## src/rtl/bus_state_pkg.sv

```systemverilog
// Shared widths and bus field types for the bus state master and its counter.
package bus_state_pkg;

    localparam int STATE_W = 3;
    localparam int ADDR_W  = 8;
    localparam int DATA_W  = 8;

    typedef logic [STATE_W-1:0] state_t;
    typedef logic [ADDR_W-1:0]  addr_t;
    typedef logic [DATA_W-1:0]  data_t;

    // Highest state value; the counter wraps back to zero after it.
    localparam state_t MAX_STATE = '1;

endpackage

```

## src/rtl/state_wrap_counter.sv

```systemverilog
// Free-running modulo-2**STATE_W bus phase counter with an enable and a
// combinational strobe that marks the edge on which the count rolls over.
module state_wrap_counter
    import bus_state_pkg::*;
(
    input  logic               clk,
    input  logic               rst,
    input  logic               en,
    output logic [STATE_W-1:0] state,
    output logic               wrapStrobe
);

    state_t r_state;

    // Advance the phase count on every enabled edge; reset takes priority over enable.
    always_ff @(posedge clk) begin
        if (rst) begin
            r_state <= '0;
        end else if (en) begin
            r_state <= r_state + 1'b1;
        end
    end

    assign state      = r_state;
    assign wrapStrobe = en && (r_state == MAX_STATE);

endmodule

```

## src/rtl/bus_state_master.sv

```systemverilog
// Master-side driver for the shared address/data bus. Publishes the phase
// counter as the bus state and address, and counts counter wraps on the data
// lines. Optional feature macro: WRAP_PULSE_EN adds a registered one-cycle
// wrap output that rises together with the data increment.
module bus_state_master
    import bus_state_pkg::*;
#(
    parameter int DATA_STEP = 1
)
(
    input  logic               clk,
    input  logic               rst,
    input  logic               en,
    output logic [STATE_W-1:0] state,
    output logic [ADDR_W-1:0]  address,
    output logic [DATA_W-1:0]  data,
    output logic               valid
`ifdef WRAP_PULSE_EN
    ,
    output logic               wrap
`endif
);

    localparam data_t STEP = data_t'(DATA_STEP);

    state_t w_state;
    logic   w_wrapStrobe;
    data_t  r_data;
    logic   r_valid;

    state_wrap_counter u_counter (
        .clk        (clk),
        .rst        (rst),
        .en         (en),
        .state      (w_state),
        .wrapStrobe (w_wrapStrobe)
    );

    // Data counts counter wraps in units of STEP, rolling over silently at full width.
    always_ff @(posedge clk) begin
        if (rst) begin
            r_data <= '0;
        end else if (w_wrapStrobe) begin
            r_data <= r_data + STEP;
        end
    end

    // The bus is considered driven from the first edge after reset is released.
    always_ff @(posedge clk) begin
        if (rst) begin
            r_valid <= 1'b0;
        end else begin
            r_valid <= 1'b1;
        end
    end

`ifdef WRAP_PULSE_EN
    logic r_wrap;

    // Pulse is registered on the same edge as the data increment so both change together.
    always_ff @(posedge clk) begin
        if (rst) begin
            r_wrap <= 1'b0;
        end else begin
            r_wrap <= w_wrapStrobe;
        end
    end

    assign wrap = r_wrap;
`endif

    assign state   = w_state;
    assign address = addr_t'(w_state);
    assign data    = r_data;
    assign valid   = r_valid;

endmodule

```

## config.mk

```make
export PLATFORM = sky130hd
export DESIGN_NAME = bus_state_master
export DESIGN_NICKNAME = d
export VERILOG_FILES = /design/src/rtl/bus_state_pkg.sv /design/src/rtl/state_wrap_counter.sv /design/src/rtl/bus_state_master.sv
export SDC_FILE = /design/constraint.sdc
export NUM_CORES = 1
export LEC_CHECK = 0
export CELL_PAD_IN_SITES_DETAIL_PLACEMENT = 2
export CELL_PAD_IN_SITES_GLOBAL_PLACEMENT = 2
export CORE_AREA = 3 3 53 55
export CTS_CLUSTER_DIAMETER = 80
export CTS_CLUSTER_SIZE = 8
export DETAILED_ROUTE_END_ITERATION = 8
export DIE_AREA = 0 0 56 58
export HOLD_SLACK_MARGIN = 0.1
export PLACE_DENSITY_LB_ADDON = 0.1
export SYNTH_ARGS = -nofsm -noshare
export SYNTH_HDL_FRONTEND = slang
export SYNTH_SLANG_ARGS = --single-unit
export TNS_END_PERCENT = 10
```

## constraint.sdc

```tcl
create_clock -name clk -period 3 [get_ports clk]
set_input_delay 0.45 -clock clk [delete_from_list [all_inputs] [get_ports clk]]
set_output_delay 0.45 -clock clk [all_outputs]
set_load 0.01 [all_outputs]
```

==> flow_summary_export.csv <==
group,metric,value,unit
outcome,outcome,"completed",
grt,vias_in_the_first_global_route,489,
grt,grt_first_pass_wirelength,2170,µm
drt,total_length_of_routed_wires,1270,µm
place,finalWeightedCongestion,0.690,
clock_tree,tritoncts.num_buffers,3,
drt,number_of_design_rule_violations_left_by_the_first_detailed_router_iteration,2,
synth,synthTopCellsByArea,"sky130_fd_sc_hd__dfxtp_1 (42%), sky130_fd_sc_hd__buf_4 (12%), sky130_fd_sc_hd__ha_1 (6.6%), sky130_fd_sc_hd__a21oi_1 (5.2%), sky130_fd_sc_hd__nand3_1 (4.4%)",
drt,detail_route.first_pass.iterations,3,
grt,grt_max_degree,13,
place,place.port_buffers,17,
synth,complex_gate_fraction_of_the_synthesized_area,10.9,%
finish,antenna_cells_inserted,0,
critical_path,cp_max_fo,8,
floorplanning,core,0.00243,mm²
synth,postSynthAreaPerCell,8.95,µm²
finish,layout_common_cells,"sky130_fd_sc_hd__clkdlybuf4s50_1 (17), sky130_fd_sc_hd__dfxtp_1 (12), sky130_fd_sc_hd__a21oi_1 (6)",
critical_path,worst-endpoint-required,3200,ps
drt,num_vias,490,
clock_tree,clk-insertion-delay-late,270,ps
clock_tree,clock_tree.root_cell,"sky130_fd_sc_hd__clkbuf_4",
critical_path,worstSetupEndpointType,"register",
synth,synth_mux_area_share,3.49,%
synth,largest_family_of_logic_cells_by_synthesized_area,"simple AND/OR/NAND/NOR gates",
timing,achievable-frequency,567,MHz
floorplanning,num_rows,18,
synth,yosys.cell_types.count,18,
floorplanning,initial_core_util,23.6,%
clock_tree,cts-resized-gates,0,
clock_tree,clkSlewWorstSetupHoldPaths,80,ps
drt,route.detailed.drc,0,
timing,final_min_period_over_clock_period,58.7,%
grt,number_of_antenna_violations_at_the_first_check_in_global_routing,0,
critical_path,start_kind,"input port",
synth,synth.largest_area_cell,"sky130_fd_sc_hd__dfxtp_1",
grt,grt_use_total,8.48,%
power,p_leak,0.276,nW
timing,clock_skew,4.02,ps
floorplanning,die_height,58,µm
power,vdd_drop_max,227,µV
place,place_area,724,µm²
timing,report.final.hold_viol_count,0,
synth,synth.cell_area,573,µm²
power,power.density,430,mW/mm²
clock_tree,cts.hold.buffers_added,0,
critical_path,worst-endpoint-arrival,1960,ps
clock_tree,cts_buffer_depth,2,
floorplanning,io_pins,23,
critical_path,critPathMaxStageDelay,660,ps
power,report.power.total,0.327,mW
floorplanning,die_w,56,µm
synth,yosys.area.top_type_share,41.9,%
run,drv.max_cap_violation_count,0,
critical_path,crit-reg2reg-launch,"u_counter.state[0]",
critical_path,crit_path_cell_trace,"clkdlybuf4s50_1 > nand3_1 > or4_1 > a21oi_1",
finish,layout-area-overhead-vs-synth,32.8,%
finish,nFillCells,289,
timing,finalCriticalPeriod,1760,ps
min_path,worst_min_delay_path_category,"register to register",
synth,post_synth_inst_count,64,
floorplanning,die_area,0.00325,mm²
timing,finalSetupViolations,0,
finish,design_area,761,µm²
critical_path,criticalPathCategory,"input port to register",
finish,drive_above_1_share,6.33,%
critical_path,startpoint,"en",
drt,routed_via_density,4.50,
timing,setup_total_negative_slack,0,ps
synth,post_synth_xor_area_fraction,4.59,%
critical_path,critical_path.slowest_cell,"sky130_fd_sc_hd__clkdlybuf4s50_1",
clock_tree,htree_depth,1,
finish,mostFrequentLayoutCell,"sky130_fd_sc_hd__clkdlybuf4s50_1",
drt,drtAntennaViolNets,0,
timing,rsz0062_at_grt,"false",
synth,yosys.area_share.adder,6.55,%
finish,fin_nets,86,
synth,yosysSeqAreaShare,41.9,%
clock_tree,cts_setup_buffers,0,
drt,route.detailed.wl_per_inst,11.7,µm
grt,grt_overflow,0,
clock_tree,cts.sink_count,12,
clock_tree,cts_tree,"built",
synth,synth.yosys.warnings,0,
timing,slew_viol_final,0,
synth,synthSimpleGateAreaFrac,18.1,%
min_path,hold_path_startpoint,"data[7]",
synth,ys_ff_latch,12,
==> final timing paths <==
kind         endpoint  slack [ps]  cells after the start
max           data[7]        1240                      4
min           data[7]         500                      2
max reg2reg   data[7]        1320                      5
min reg2reg   data[7]         500                      2
==> routing by layer <==
layer | GRT usage [%] | vias up | wire, µm
met4 | 4.07 | 0 | 15
met3 | 2.00 | 2 | 61
met5 | 0 | - | 0
li1 | - | 237 | -
met2 | 13.9 | 12 | 611
met1 | 10.5 | 239 | 581
==> power breakdown <==
group	switching [mW]	internal [mW]	leakage, nW
Clock	0.0548	0.0736	0.0210
Sequential	0.00338	0.163	0.0974
Combinational	0.0156	0.0170	0.158
Total	0.0738	0.253	0.276
==> sequential cells by signal (all words and copies together), names as in the netlist <==
register	cells
data	8
u_counter.state	3
valid	1
==> metrics by stage <==
| stage | hold slack (ps) | utilization [%] | std cells | worst slack, ps |
|---|---|---|---|---|
| after floorplan | 490 | - | 68 | 1430 |
| after global placement | 476 | 29.8 | 105 | 961 |
| after detailed placement | 491 | 29.8 | 105 | 927 |
| after CTS | 504 | 31.3 | 109 | 1220 |
| after global routing | 527 | 31.3 | 109 | 1140 |
| final | 499 | 31.3 | 109 | 1240 |
==> cell families (layout without fill, tap and decap cells) <==
| kind of cell | count (synthesis) | in the layout |
|---|---|---|
| other | 1 | 5 |
| AO/OA/AOI/OAI | 11 | 11 |
| XOR/XNOR | 3 | 3 |
| buffers and inverters | 12 | 23 |
| adder cells (fa/ha/maj) | 3 | 3 |
| flip-flops | 12 | 12 |
| AND/OR/NAND/NOR | 20 | 20 |
| multiplexers | 2 | 2 |
==> worst max-delay path, delay by kind of cell <==
family / cells / cell delay [ps]
simple gates: 2 / 710
buf+inv: 1 / 660
compound gates: 1 / 150
==> cells in the mapped netlist <==
master / n
sky130_fd_sc_hd__nor2_1: 5
sky130_fd_sc_hd__xor2_1: 2
sky130_fd_sc_hd__o31ai_1: 3
sky130_fd_sc_hd__nand2_1: 4
sky130_fd_sc_hd__nand3_1: 5
sky130_fd_sc_hd__a21oi_1: 6
sky130_fd_sc_hd__buf_4: 9
sky130_fd_sc_hd__ha_1: 3
sky130_fd_sc_hd__nand3_2: 1
sky130_fd_sc_hd__or4_1: 3
sky130_fd_sc_hd__dfxtp_1: 12
sky130_fd_sc_hd__conb_1: 1
sky130_fd_sc_hd__inv_1: 2
sky130_fd_sc_hd__o21ai_0: 2
sky130_fd_sc_hd__xnor2_1: 1
sky130_fd_sc_hd__mux2i_1: 2
sky130_fd_sc_hd__or3_1: 2
sky130_fd_sc_hd__clkbuf_1: 1
==> area by class of cell <==
type                       instances  area [µm²]  share of cell area [%]
clock buffer                       4        36.3                    4.77
inverter                           2        7.51                   0.987
multi-input combinational         44         269                    35.4
sequential                        12         240                    31.6
tap                               30        37.5                    4.93
timing repair buffer              17         170                    22.4
(Power assumes the default switching activity.)
==> RTL change, RTL diff (config.mk and constraints unchanged) <==
Register the output `address`, cleared by the reset; this adds one clock of latency there. The other outputs are not delayed to match.
--- a/src/rtl/bus_state_master.sv
+++ b/src/rtl/bus_state_master.sv
@@ -72,3 +72,9 @@
     assign state   = w_state;
-    assign address = addr_t'(w_state);
+    always_ff @(posedge clk) begin
+        if (rst) begin
+            address <= '0;
+        end else begin
+            address <= addr_t'(w_state);
+        end
+    end
     assign data    = r_data;
Function: changed (a bounded check fails within 4 cycles, from zero or initial values and one cycle with rst high).
==> RTL change against the unedited design <==
Fmax down 1.2%. Cell count is 4.6% higher. Die area unchanged. Sequential power up 25%. Total power grew 7.8%. Sequential cell count up 3. Hold slack gained 0.0088 ns. Wire length grew 10%. First-iteration DRC count up 50%. Core utilization is 2.9 points higher. Worst setup slack got worse by 0.021 ns. Synthesized area increased by 11%. Final area grew 9.4%. Non-clock buffer count unchanged.
==> RTL change: results (changes against the unedited design) <==
pwr:
  leakagePower_nw: 0.301  # +9.1%
  comb_cell_power_w: 0.0000313  # -4%
  switching_share: 0.229  # +0.00346
  power_switching_w: 0.0000808  # +9.5%
routing:
  wl_per_cell_um: 12.3  # +5.3%
  met3WireLength_um: 81  # +33%
  vias: 515  # +5.1%
  wl_met2_um: 744  # +22%
  via_per_inst: 4.52  # +0.49%
  drt_iter0_markers: 3  # +1
synth:
  synth_area_per_cell_sq_um: 9.63  # +7.6%
  yosysSeqAreaShare: 0.472  # +0.0532
  synth_cell_types: 20  # +2
  syn_area_sq_um: 636  # +11%
  synth_commonest_cells: "dfxtp_1, a21oi_1, buf_4, nor2_1"
final_layout:
  buf_share: 0.205  # -0.0192
  final_area_sq_um: 832  # +9.4%
  nFillCells: 285  # -1.4%
  clkCellAreaFrac: 0.0316  # -0.0161
  sh_seq_area: 0.361  # +0.0451
  num-multi-input-gates: 46  # +4.5%
  drive_above_1_share: 0.0476  # -0.0157
  nets: 91  # +5.8%
global_routing:
  grtUsageTotal: 0.0957  # +0.0109
  use_met2: 0.169  # +0.0301
  grt_pass1_vias: 505  # +3.3%
  met1_usage: 0.0950  # -0.0103
  grt_use_met3: 0.0423  # +0.0223
  grt_pass1_wl_um: 2340  # +8.0%
run_status:
  status: "finished, final reports clean"
critical_path:
  crit_fanout: 7  # -1
placed_design:
  routabilityCongestion: 0.665  # -3.7%
  place_area_sq_um: 806  # +11%
clock_tree:
  cts_sinks: 15  # +3
## RTL change: cell types whose count changed after synthesis
cell	unedited run	this run
dfxtp_1	12	15
nand3_2	1	0
nand3_4	0	1
nor2b_1	0	3
buf_6	0	1
buf_4	9	5
nand3_1	5	4
## RTL change: path summary, 6_finish.rpt
path                          end  slack, ns
max          data[7]$_SDFFE_PP0P_       1.22
min          data[7]$_SDFFE_PP0P_       0.51
max reg2reg  data[7]$_SDFFE_PP0P_       1.30
min reg2reg  data[7]$_SDFFE_PP0P_       0.51
## RTL change: worst max-delay path, cell delays in order
cell and delay, ns:
clkdlybuf4s50_1 0.68, nand3_1 0.21, or4_1 0.50, a21oi_1 0.14
## RTL change: cells by family after synthesis
kind of cell | share of synthesized area
adders and majority gates | 0.0591
buffers and inverters | 0.0945
and+or+nand+nor | 0.197
DFF | 0.472
AOI/OAI and AO/OA | 0.0984
other | 0.00590
muxes | 0.0315
xor gates and xnor gates | 0.0413
